**config.mk**
```make
export PLATFORM = sky130hd
export DESIGN_NAME = hazard_ctrl
export DESIGN_NICKNAME = d
export VERILOG_FILES = /design/src/rtl/cpu_types_pkg.sv /design/src/rtl/fwd_select.sv /design/src/rtl/hazard_ctrl.sv
export SDC_FILE = /design/constraint.sdc
export NUM_CORES = 1
export LEC_CHECK = 0
export BUFFER_PORTS_ARGS = -buffer_cell sky130_fd_sc_hd__buf_2
export CORE_ASPECT_RATIO = 0.75
export CORE_MARGIN = 4
export CORE_UTILIZATION = 25
export DETAILED_ROUTE_END_ITERATION = 10
export GPL_TIMING_DRIVEN = 0
export MAX_ROUTING_LAYER = met4
export PLACE_DENSITY = 0.55
export SLEW_MARGIN = 40
export SYNTH_ARGS = -nofsm -noshare
export SYNTH_HDL_FRONTEND = slang
export SYNTH_SLANG_ARGS = --single-unit
```
**constraint.sdc**
```tcl
create_clock -name CLK -period 4.6 [get_ports CLK]
set_input_delay 1.15 -clock CLK [delete_from_list [all_inputs] [get_ports CLK]]
set_output_delay 1.15 -clock CLK [all_outputs]
set_load 0.005 [all_outputs]
```
**src/rtl/cpu_types_pkg.sv**
```systemverilog
// Shared CPU types: pipeline latch controls, hazard FSM states and opcodes.
// Used by the hazard unit and the datapath latches it drives.
package cpu_types_pkg;

  typedef enum logic [1:0] {
    PIPE_ENABLE = 2'd0,
    PIPE_STALL  = 2'd1,
    PIPE_NOP    = 2'd2
  } pipe_state_t;

  typedef enum logic [1:0] {
    RUN        = 2'd0,
    MEMWAIT    = 2'd1,
    REDIR_PEND = 2'd2,
    HALTED     = 2'd3
  } hazard_state_t;

  typedef enum logic [5:0] {
    RTYPE = 6'h00,
    J     = 6'h02,
    JAL   = 6'h03,
    BEQ   = 6'h04,
    BNE   = 6'h05,
    ADDI  = 6'h08,
    ADDIU = 6'h09,
    SLTI  = 6'h0a,
    SLTIU = 6'h0b,
    ANDI  = 6'h0c,
    ORI   = 6'h0d,
    XORI  = 6'h0e,
    LUI   = 6'h0f,
    LW    = 6'h23,
    SW    = 6'h2b,
    HALT  = 6'h3f
  } opcode_t;

  function automatic logic is_mem_op(input opcode_t op);
    return (op == LW) || (op == SW);
  endfunction

endpackage

```
**src/rtl/fwd_select.sv**
```systemverilog
// Priority match of one ALU source register against the forwarding stages.
// Combinational; the nearest (lowest-index) writing stage wins, register 0 never forwards.
module fwd_select #(
  parameter int  REG_W     = 5,
  parameter int  FWD_DEPTH = 2,
  localparam int SEL_W     = $clog2(FWD_DEPTH + 1)
) (
  input  logic [REG_W-1:0]                src,
  input  logic [FWD_DEPTH-1:0][REG_W-1:0] wsel,
  input  logic [FWD_DEPTH-1:0]            wen,
  output logic [SEL_W-1:0]                sel
);

  // Walk from oldest to nearest so the nearest match overwrites older ones.
  always_comb begin
    sel = '0;
    if (src != '0) begin
      for (int k = FWD_DEPTH - 1; k >= 0; k--) begin
        if (wen[k] && (wsel[k] == src)) begin
          sel = SEL_W'(k + 1);
        end
      end
    end
  end

endmodule

```
**src/rtl/hazard_ctrl.sv**
```systemverilog
// Pipeline hazard unit: latch controls, PC write enable, forwarding selects, perf counters.
// Controls and selects are combinational; state, halted and counters update on CLK.
module hazard_ctrl
  import cpu_types_pkg::*;
#(
  parameter int  REG_W     = 5,
  parameter int  FWD_DEPTH = 2,
  parameter int  CNT_W     = 16,
  localparam int SEL_W     = $clog2(FWD_DEPTH + 1)
) (
  input  logic                            CLK,
  input  logic                            RST,
  input  logic                            ihit,
  input  logic                            dhit,
  input  logic [REG_W-1:0]                d_rs,
  input  logic [REG_W-1:0]                d_rt,
  input  logic [REG_W-1:0]                e_rs,
  input  logic [REG_W-1:0]                e_rt,
  input  logic                            e_memread,
  input  logic [REG_W-1:0]                e_wsel,
  input  logic [FWD_DEPTH-1:0][REG_W-1:0] fwd_wsel,
  input  logic [FWD_DEPTH-1:0]            fwd_wen,
  input  logic                            m_memreq,
  input  logic                            redirect,
  input  logic                            w_halt,
  output logic                            pc_wen,
  output pipe_state_t                     fd_state,
  output pipe_state_t                     de_state,
  output pipe_state_t                     em_state,
  output pipe_state_t                     mw_state,
  output logic [SEL_W-1:0]                fsel_a,
  output logic [SEL_W-1:0]                fsel_b,
  output logic                            halted,
  output logic [CNT_W-1:0]                stall_cnt,
  output logic [CNT_W-1:0]                flush_cnt
);

  hazard_state_t    state_q, state_d;
  logic [CNT_W-1:0] stall_cnt_q, stall_cnt_d;
  logic [CNT_W-1:0] flush_cnt_q, flush_cnt_d;
  logic             flush_evt;
  logic             load_use;

  assign load_use = e_memread && (e_wsel != '0) &&
                    ((e_wsel == d_rs) || (e_wsel == d_rt));

  always_comb begin
    fd_state  = PIPE_ENABLE;
    de_state  = PIPE_ENABLE;
    em_state  = PIPE_ENABLE;
    mw_state  = PIPE_ENABLE;
    pc_wen    = 1'b1;
    state_d   = RUN;
    flush_evt = 1'b0;
    if (RST) begin
      fd_state = PIPE_NOP;
      de_state = PIPE_NOP;
      em_state = PIPE_NOP;
      mw_state = PIPE_NOP;
      pc_wen   = 1'b0;
    end else if ((state_q == HALTED) || w_halt) begin
      fd_state = PIPE_NOP;
      de_state = PIPE_NOP;
      em_state = PIPE_NOP;
      mw_state = PIPE_NOP;
      pc_wen   = 1'b0;
      state_d  = HALTED;
    end else if (redirect || (state_q == REDIR_PEND)) begin
      // A flush needs a valid fetch at the target; hold it pending across I-misses.
      if (ihit) begin
        fd_state  = PIPE_NOP;
        de_state  = PIPE_NOP;
        em_state  = PIPE_NOP;
        flush_evt = 1'b1;
      end else begin
        fd_state = PIPE_STALL;
        de_state = PIPE_STALL;
        em_state = PIPE_STALL;
        mw_state = PIPE_STALL;
        pc_wen   = 1'b0;
        state_d  = REDIR_PEND;
      end
    end else if (m_memreq && !dhit) begin
      fd_state = PIPE_STALL;
      de_state = PIPE_STALL;
      em_state = PIPE_STALL;
      mw_state = PIPE_STALL;
      pc_wen   = 1'b0;
      state_d  = MEMWAIT;
    end else if (m_memreq) begin
      if (!ihit) begin
        fd_state = PIPE_NOP;
      end
      pc_wen = ihit;
    end else if (!ihit) begin
      fd_state = PIPE_STALL;
      de_state = PIPE_STALL;
      em_state = PIPE_STALL;
      mw_state = PIPE_STALL;
      pc_wen   = 1'b0;
    end else if (load_use) begin
      fd_state = PIPE_STALL;
      de_state = PIPE_NOP;
      pc_wen   = 1'b0;
    end
  end

  always_comb begin
    stall_cnt_d = stall_cnt_q;
    flush_cnt_d = flush_cnt_q;
    if ((fd_state != PIPE_ENABLE) && (state_q != HALTED) && (stall_cnt_q != '1)) begin
      stall_cnt_d = stall_cnt_q + CNT_W'(1);
    end
    if (flush_evt && (flush_cnt_q != '1)) begin
      flush_cnt_d = flush_cnt_q + CNT_W'(1);
    end
  end

  always_ff @(posedge CLK) begin
    if (RST) begin
      state_q     <= RUN;
      stall_cnt_q <= '0;
      flush_cnt_q <= '0;
    end else begin
      state_q     <= state_d;
      stall_cnt_q <= stall_cnt_d;
      flush_cnt_q <= flush_cnt_d;
    end
  end

  assign halted    = (state_q == HALTED);
  assign stall_cnt = stall_cnt_q;
  assign flush_cnt = flush_cnt_q;

  fwd_select #(
    .REG_W    (REG_W),
    .FWD_DEPTH(FWD_DEPTH)
  ) u_fwd_a (
    .src (e_rs),
    .wsel(fwd_wsel),
    .wen (fwd_wen),
    .sel (fsel_a)
  );

  fwd_select #(
    .REG_W    (REG_W),
    .FWD_DEPTH(FWD_DEPTH)
  ) u_fwd_b (
    .src (e_rt),
    .wsel(fwd_wsel),
    .wen (fwd_wen),
    .sel (fsel_b)
  );

endmodule

```
==> out/metrics.cfg, run 1 <==
[clock_network]
cts_buffers=5
ctsHoldBuffers=0
cts_resized=0
cts.sinks=34
clk_latency_ns=0.27
h-tree-depth=2
clk_pin_slew_ns=0.05
cts_max_path_buffers=2
cts_tree=yes
cts_setup_buffers=0
cts_root_buf=clkbuf_16

[synth]
syn_avg_cell_area_sq_um=8.33
syn_inst=263
synth_cell_type_count=45
synth_area_sq_um=2190
syn_nets=310
synthFlopType=dfxtp_1
yosysWarnings=0
ys_seq_area_frac=0.311
ys_ff_latch=34
async_flop_share=0
synth-edff-count=0

[floorplanning]
die_w_microns=116
dieArea_sq_um=10300
coreArea_sq_um=8490
io-pin-count=91
initial_core_util=0.258
rows=29
die_y_microns=89.1

[timing]
tns_ns=0
max_freq_mhz=265
final_hold_viol_count=0
rsz0062_at_grt=false
skew_ns=0.00553
setup_viol=0
slew_headroom=0.648
min_period_over_period=0.821
maxSlewViolCount=0
period_needed_ns=3.78
hold_slack_ns=0.505
worstMarginPinSlew_ns=0.527

[detailed_routing]
viasPerCell=4.72
wire_per_inst_microns=13.6
initialDrtViolationCount=112
num_vias=2202
drtAntennaViolNets=0
first_pass_iters=4
drc=0
routed_wirelength_microns=6330

[pwr]
ir_drop_v=0.000165
power.density_nw_per_um2=270
p_total_uw=790
leakage_uw=0.00125

[placed_design]
hpwl_microns=5090
portBuffers=88
place_area_sq_um=2770
gp_congestion=0.909

[setup_path]
worstPathMaxFanout=3
crit_buf_inv=2
crit_family=simple AND/OR/NAND/NOR gates
cp_slowest_cell=or4_1
cp_slowest_stage_delay_ns=0.52
startpoint_type=primary input
crit_arrival_ns=2.63
worst_setup_path_end_kind=output port
crit_chain=buf_2 -> or4_1 -> o21ai_1 -> a21o_2 -> a211oi_1 -> nor3b_1 -> buf_2
cpMostUsedCell=buf_2
cp_data_required_time_ns=3.45
criticalPathCategory=in -> out

[cells_and_area]
area_growth_pct=33.7
n_fill_cell=905
fin_area_sq_um=2930
drive_above_1_share=0.312
nets=405
fin_util=0.345
diodes=0

[flow_run]
cap_violations=0

[global_routing]
gr-usage-all-layers=0.123
grt_pass1_vias=2033
grt_pass1_wl_microns=10100
grt_antenna_before_repair=0
gr-total-overflow=0
grt_max_degree=11

[run_status]
outcome=completed

[hold_path]
hold_path.class=reg -> reg

path summary, 6_finish.rpt:
path                                       to  cells past startpoint  slack [ns]          start
worst max-delay path                   pc_wen                      7        0.82      e_wsel[1]
worst min-delay path            stall_cnt[14]                      2        0.51  stall_cnt[14]
worst max register to register   stall_cnt[1]                     10        2.23   stall_cnt[3]
worst min register to register  stall_cnt[14]                      2        0.51  stall_cnt[14]
area by class of cell:
class	count	area [sq um]	share of cell area
clock buffer	7	133	0.0453
tap	108	135	0.0461
inverter	4	15.0	0.00513
sequential	34	681	0.232
buffer	10	83.8	0.0286
timing repair buffer	88	440	0.150
clock inverter	1	30.0	0.0103
multi-input combinational	215	1410	0.482
registers in the layout (all words and copies together), names as in the netlist:
| name | flops |
|---|---|
| flush_cnt | 16 |
| stall_cnt | 16 |
| state_q | 2 |
logic make-up (layout without fill, tap and decap cells):
family | Yosys count | count (layout) | synth area share
compound gates | 44 | 44 | 0.139
xor+xnor | 47 | 47 | 0.188
fa+ha+maj | 2 | 2 | 0.0114
buf+inv | 14 | 110 | 0.0451
flops | 34 | 34 | 0.311
mux | 3 | 3 | 0.0143
simple gates | 119 | 119 | 0.291
routing by layer:
metal / up-vias / track usage / wire length (microns)
li1: 1124 / - / -
met1: 999 / 0.172 / 3180
met2: 75 / 0.180 / 2580
met3: 4 / 0.0271 / 519
met4: 0 / 0.0316 / 55
met5: - / - / 0
stage by stage:
stage | std cells | worst slack, ns
2_1_floorplan | 263 | 1.12
3_3_place_gp | 459 | 0.815
3_5_place_dp | 459 | 0.812
4_1_cts | 467 | 0.806
5_1_grt | 467 | 0.692
6_report | 467 | 0.821
cells in the final DEF, fill, tap and decap left out, types with 2 or more instances in the layout:
| master | n |
|---|---|
| o21a_1 | 3 |
| inv_1 | 4 |
| nand4_1 | 9 |
| or3_1 | 7 |
| mux2i_1 | 2 |
| buf_4 | 3 |
| dfxtp_1 | 34 |
| o21ai_0 | 5 |
| and4_1 | 4 |
| clkbuf_16 | 5 |
| nand3_1 | 9 |
| clkbuf_8 | 2 |
| o31ai_1 | 3 |
| nor2b_1 | 3 |
| nand2_1 | 21 |
| a211oi_1 | 5 |
| nor2_1 | 35 |
| buf_6 | 2 |
| clkbuf_1 | 5 |
| a21oi_1 | 13 |
| or4_1 | 6 |
| buf_2 | 88 |
| xor2_1 | 34 |
| xnor2_1 | 13 |
| nor3b_1 | 2 |
| and3_1 | 8 |
| o21ai_1 | 7 |
| nor4_1 | 2 |
| ha_1 | 2 |
| nor3_1 | 5 |
synth_stat cells, types with 2 or more instances:
library cell / count / area (sq um)
nor3b_1: 2 / 15.0
dfxtp_1: 34 / 681
xor2_1: 34 / 298
inv_1: 4 / 15.0
or3_1: 7 / 43.8
a21oi_1: 13 / 65.1
buf_6: 2 / 22.5
or4_1: 6 / 45.0
o21ai_0: 5 / 25.0
a211oi_1: 5 / 37.5
nand4_1: 9 / 56.3
xnor2_1: 13 / 114
o21ai_1: 7 / 35.0
nand2_1: 21 / 78.8
nand3_1: 9 / 45.0
clkbuf_1: 3 / 11.3
nor2b_1: 3 / 18.8
clkbuf_8: 2 / 27.5
nor2_1: 35 / 131
ha_1: 2 / 25.0
buf_4: 3 / 22.5
nor4_1: 2 / 12.5
o31ai_1: 3 / 22.5
nor3_1: 5 / 25.0
and4_1: 4 / 35.0
and3_1: 8 / 50.1
mux2i_1: 2 / 20.0
o21a_1: 3 / 22.5
power breakdown:
group / switching, uW / total (uW) / internal, uW / leakage (uW)
Sequential: 6.97 / 307 / 300 / 0.000275
Clock: 117 / 373 / 256 / 0.0000781
Combinational: 58.9 / 110 / 51.3 / 0.000894
worst register-to-register path: stages, from the launching register on:
cell and delay, ns:
dfxtp_1 0.42, and4_1 0.22, buf_4 0.17, nand2_8 0.07, o31ai_2 0.40, a21oi_1 0.17, nor2_2 0.23, buf_6 0.18
buf_6 0.16, mux2i_1 0.19, nor2_1 0.05
(Power assumes the default switching activity.)
==> run 2: changes to the inputs <==
--- a/config.mk
+++ b/config.mk
@@ -12,7 +12,7 @@
 export DETAILED_ROUTE_END_ITERATION = 10
 export GPL_TIMING_DRIVEN = 0
 export MAX_ROUTING_LAYER = met4
-export PLACE_DENSITY = 0.55
+export PLACE_DENSITY = 0.57
 export SLEW_MARGIN = 40
 export SYNTH_ARGS = -nofsm -noshare
 export SYNTH_HDL_FRONTEND = slang
==> constraint.sdc (replaced) <==
create_clock -name CLK -period 3.3 [get_ports CLK]
set_input_delay 0.825 -clock CLK [delete_from_list [all_inputs] [get_ports CLK]]
set_output_delay 0.825 -clock CLK [all_outputs]
set_load 0.005 [all_outputs]
==> run 2 against run 1 <==
Against the previous run: sequential cell count unchanged; clock-buffer cell count decreased by 2; cell area decreased by 0.94%; critical path type unchanged; combinational power increased by 42%; utilization decreased by 0.32 points; total power increased by 29%.
==> out/metrics.cfg, run 2 (synthesis results as in run 1) <==
[global_routing]
grt_antenna_before_repair=0
grt_pass1_wl_microns=10200
grt_max_degree=11
grt_pass1_vias=2062
gr-total-overflow=0
gr-usage-all-layers=0.126

[detailed_routing]
drc=0
viasPerCell=4.80
routed_wirelength_microns=6420
wire_per_inst_microns=13.8
drtAntennaViolNets=0
initialDrtViolationCount=144
num_vias=2237
first_pass_iters=4

[clock_network]
cts_tree=yes
cts.sinks=34
cts_resized=0
clk_latency_ns=0.27
ctsHoldBuffers=0
cts_buffers=5
h-tree-depth=2
clk_pin_slew_ns=0.05
cts_setup_buffers=0
cts_max_path_buffers=2
cts_root_buf=clkbuf_16

[floorplanning]
dieArea_sq_um=10300
rows=29
die_w_microns=116
initial_core_util=0.258
io-pin-count=91
coreArea_sq_um=8490
die_y_microns=89.1

[hold_path]
hold_end=stall_cnt[14]
hold_path.class=reg -> reg
min_path_cells=2
worstHoldStart=stall_cnt[14]

[setup_path]
r2r_start=stall_cnt[4]
crit_family=simple AND/OR/NAND/NOR gates
worstPathMaxFanout=3
crit_buf_inv=2
reg2reg_depth=10
r2r_end=stall_cnt[1]
crit_arrival_ns=2.33
cpMostUsedCell=buf_2
startpoint_type=primary input
cp_data_required_time_ns=2.47
cp_slowest_cell=or4_1
r2r_slack_ns=0.91
crit_chain=buf_2 -> or4_1 -> o21ai_1 -> a21o_2 -> a211oi_1 -> nor3b_1 -> buf_2
criticalPathCategory=in -> out
cp_slowest_stage_delay_ns=0.53
cp-startpoint=e_wsel[1]
worst_setup_path_end_kind=output port

[timing]
final_hold_viol_count=0
rsz0062_at_grt=false
slew_headroom=0.657
max_freq_mhz=317
min_period_over_period=0.955
period_needed_ns=3.15
skew_ns=0.00617
setup_viol=0
fin_ws_ns=0.147
maxSlewViolCount=0
hold_slack_ns=0.502
tns_ns=0
worstMarginPinSlew_ns=0.515

[run_status]
outcome=completed

[placed_design]
pre_cts_ws_ns=0.150
portBuffers=88
gp_congestion=0.796
place_area_sq_um=2770
dp.cells=459
hpwl_microns=5190

[cells_and_area]
drive_above_1_share=0.316
fin_area_sq_um=2900
final_cell_mix=buf_2 (88), nor2_1 (35), xor2_1 (34), dfxtp_1 (34), nand2_1 (21)
mostFrequentLayoutCell=buf_2
layoutNonFillerInstCount=466
nets=405
area_growth_pct=32.4
diodes=0

[pwr]
leakage_uw=0.00124
combPwrFrac=0.153
ir_drop_v=0.000281
p_seq_frac=0.419
power.density_nw_per_um2=352
clockPowerShare=0.428
intPower_uw=762
p_switching_uw=259
netSwitchingFraction=0.254

[flow_run]
cap_violations=0

## run 2: cell types whose count changed in the layout (fill, tap and decap cells not counted)
cell / change
bufinv_16: -1
clkinv_2: +2
clkbuf_1: -2
## run 2: tightest hold or removal path, cell delays in order, from the launching register on
cell and delay, ns:
dfxtp_1 0.33, o31ai_1 0.07, a21oi_1 0.06
## run 2: through the flow
| stage | power (uW) | util |
|---|---|---|
| after CTS | 1030 | 0.342 |
| after global routing | 1070 | 0.342 |
| after detailed placement | 593 | 0.326 |
| final | 1020 | 0.342 |
| after floorplan | 520 | - |
| after global placement | 590 | 0.326 |
## run 2: power by group through the flow
stage	combinational (uW)	sequential, uW	clock [uW]
after floorplan	84.7	435	0
after global placement	153	436	0
after detailed placement	156	437	0
after CTS	157	428	445
after global routing	174	429	468
final	156	428	437
## run 2: cell type report
| class | instances | area [sq um] |
|---|---|---|
| Timing Repair Buffer | 88 | 440 |
| Inverter | 4 | 15.0 |
| Buffer | 10 | 83.8 |
| Sequential cell | 34 | 681 |
| Fill cell | 904 | 5590 |
| Clock buffer | 5 | 125 |
| Multi-Input combinational cell | 215 | 1410 |
| Tap cell | 108 | 135 |
| Clock inverter | 2 | 10.0 |
## run 2: worst max-delay path by stage
| stage | depth (start not counted) | end | slack [ns] |
|---|---|---|---|
| final | 7 | pc_wen | 0.15 |
| after global placement | 7 | pc_wen | 0.13 |
| after CTS | 7 | pc_wen | 0.13 |
| after global routing | 7 | pc_wen | 0.03 |
| after detailed placement | 7 | pc_wen | 0.15 |
| after floorplan | 5 | pc_wen | 0.47 |
## run 2: metal layers
metal	global-route usage	part of all wire	vias to the layer above
met3	0.0257	0.075	4
met5	-	0	-
met1	0.181	0.51	1032
met4	0.0295	0.0056	0
li1	-	-	1126
met2	0.181	0.41	75
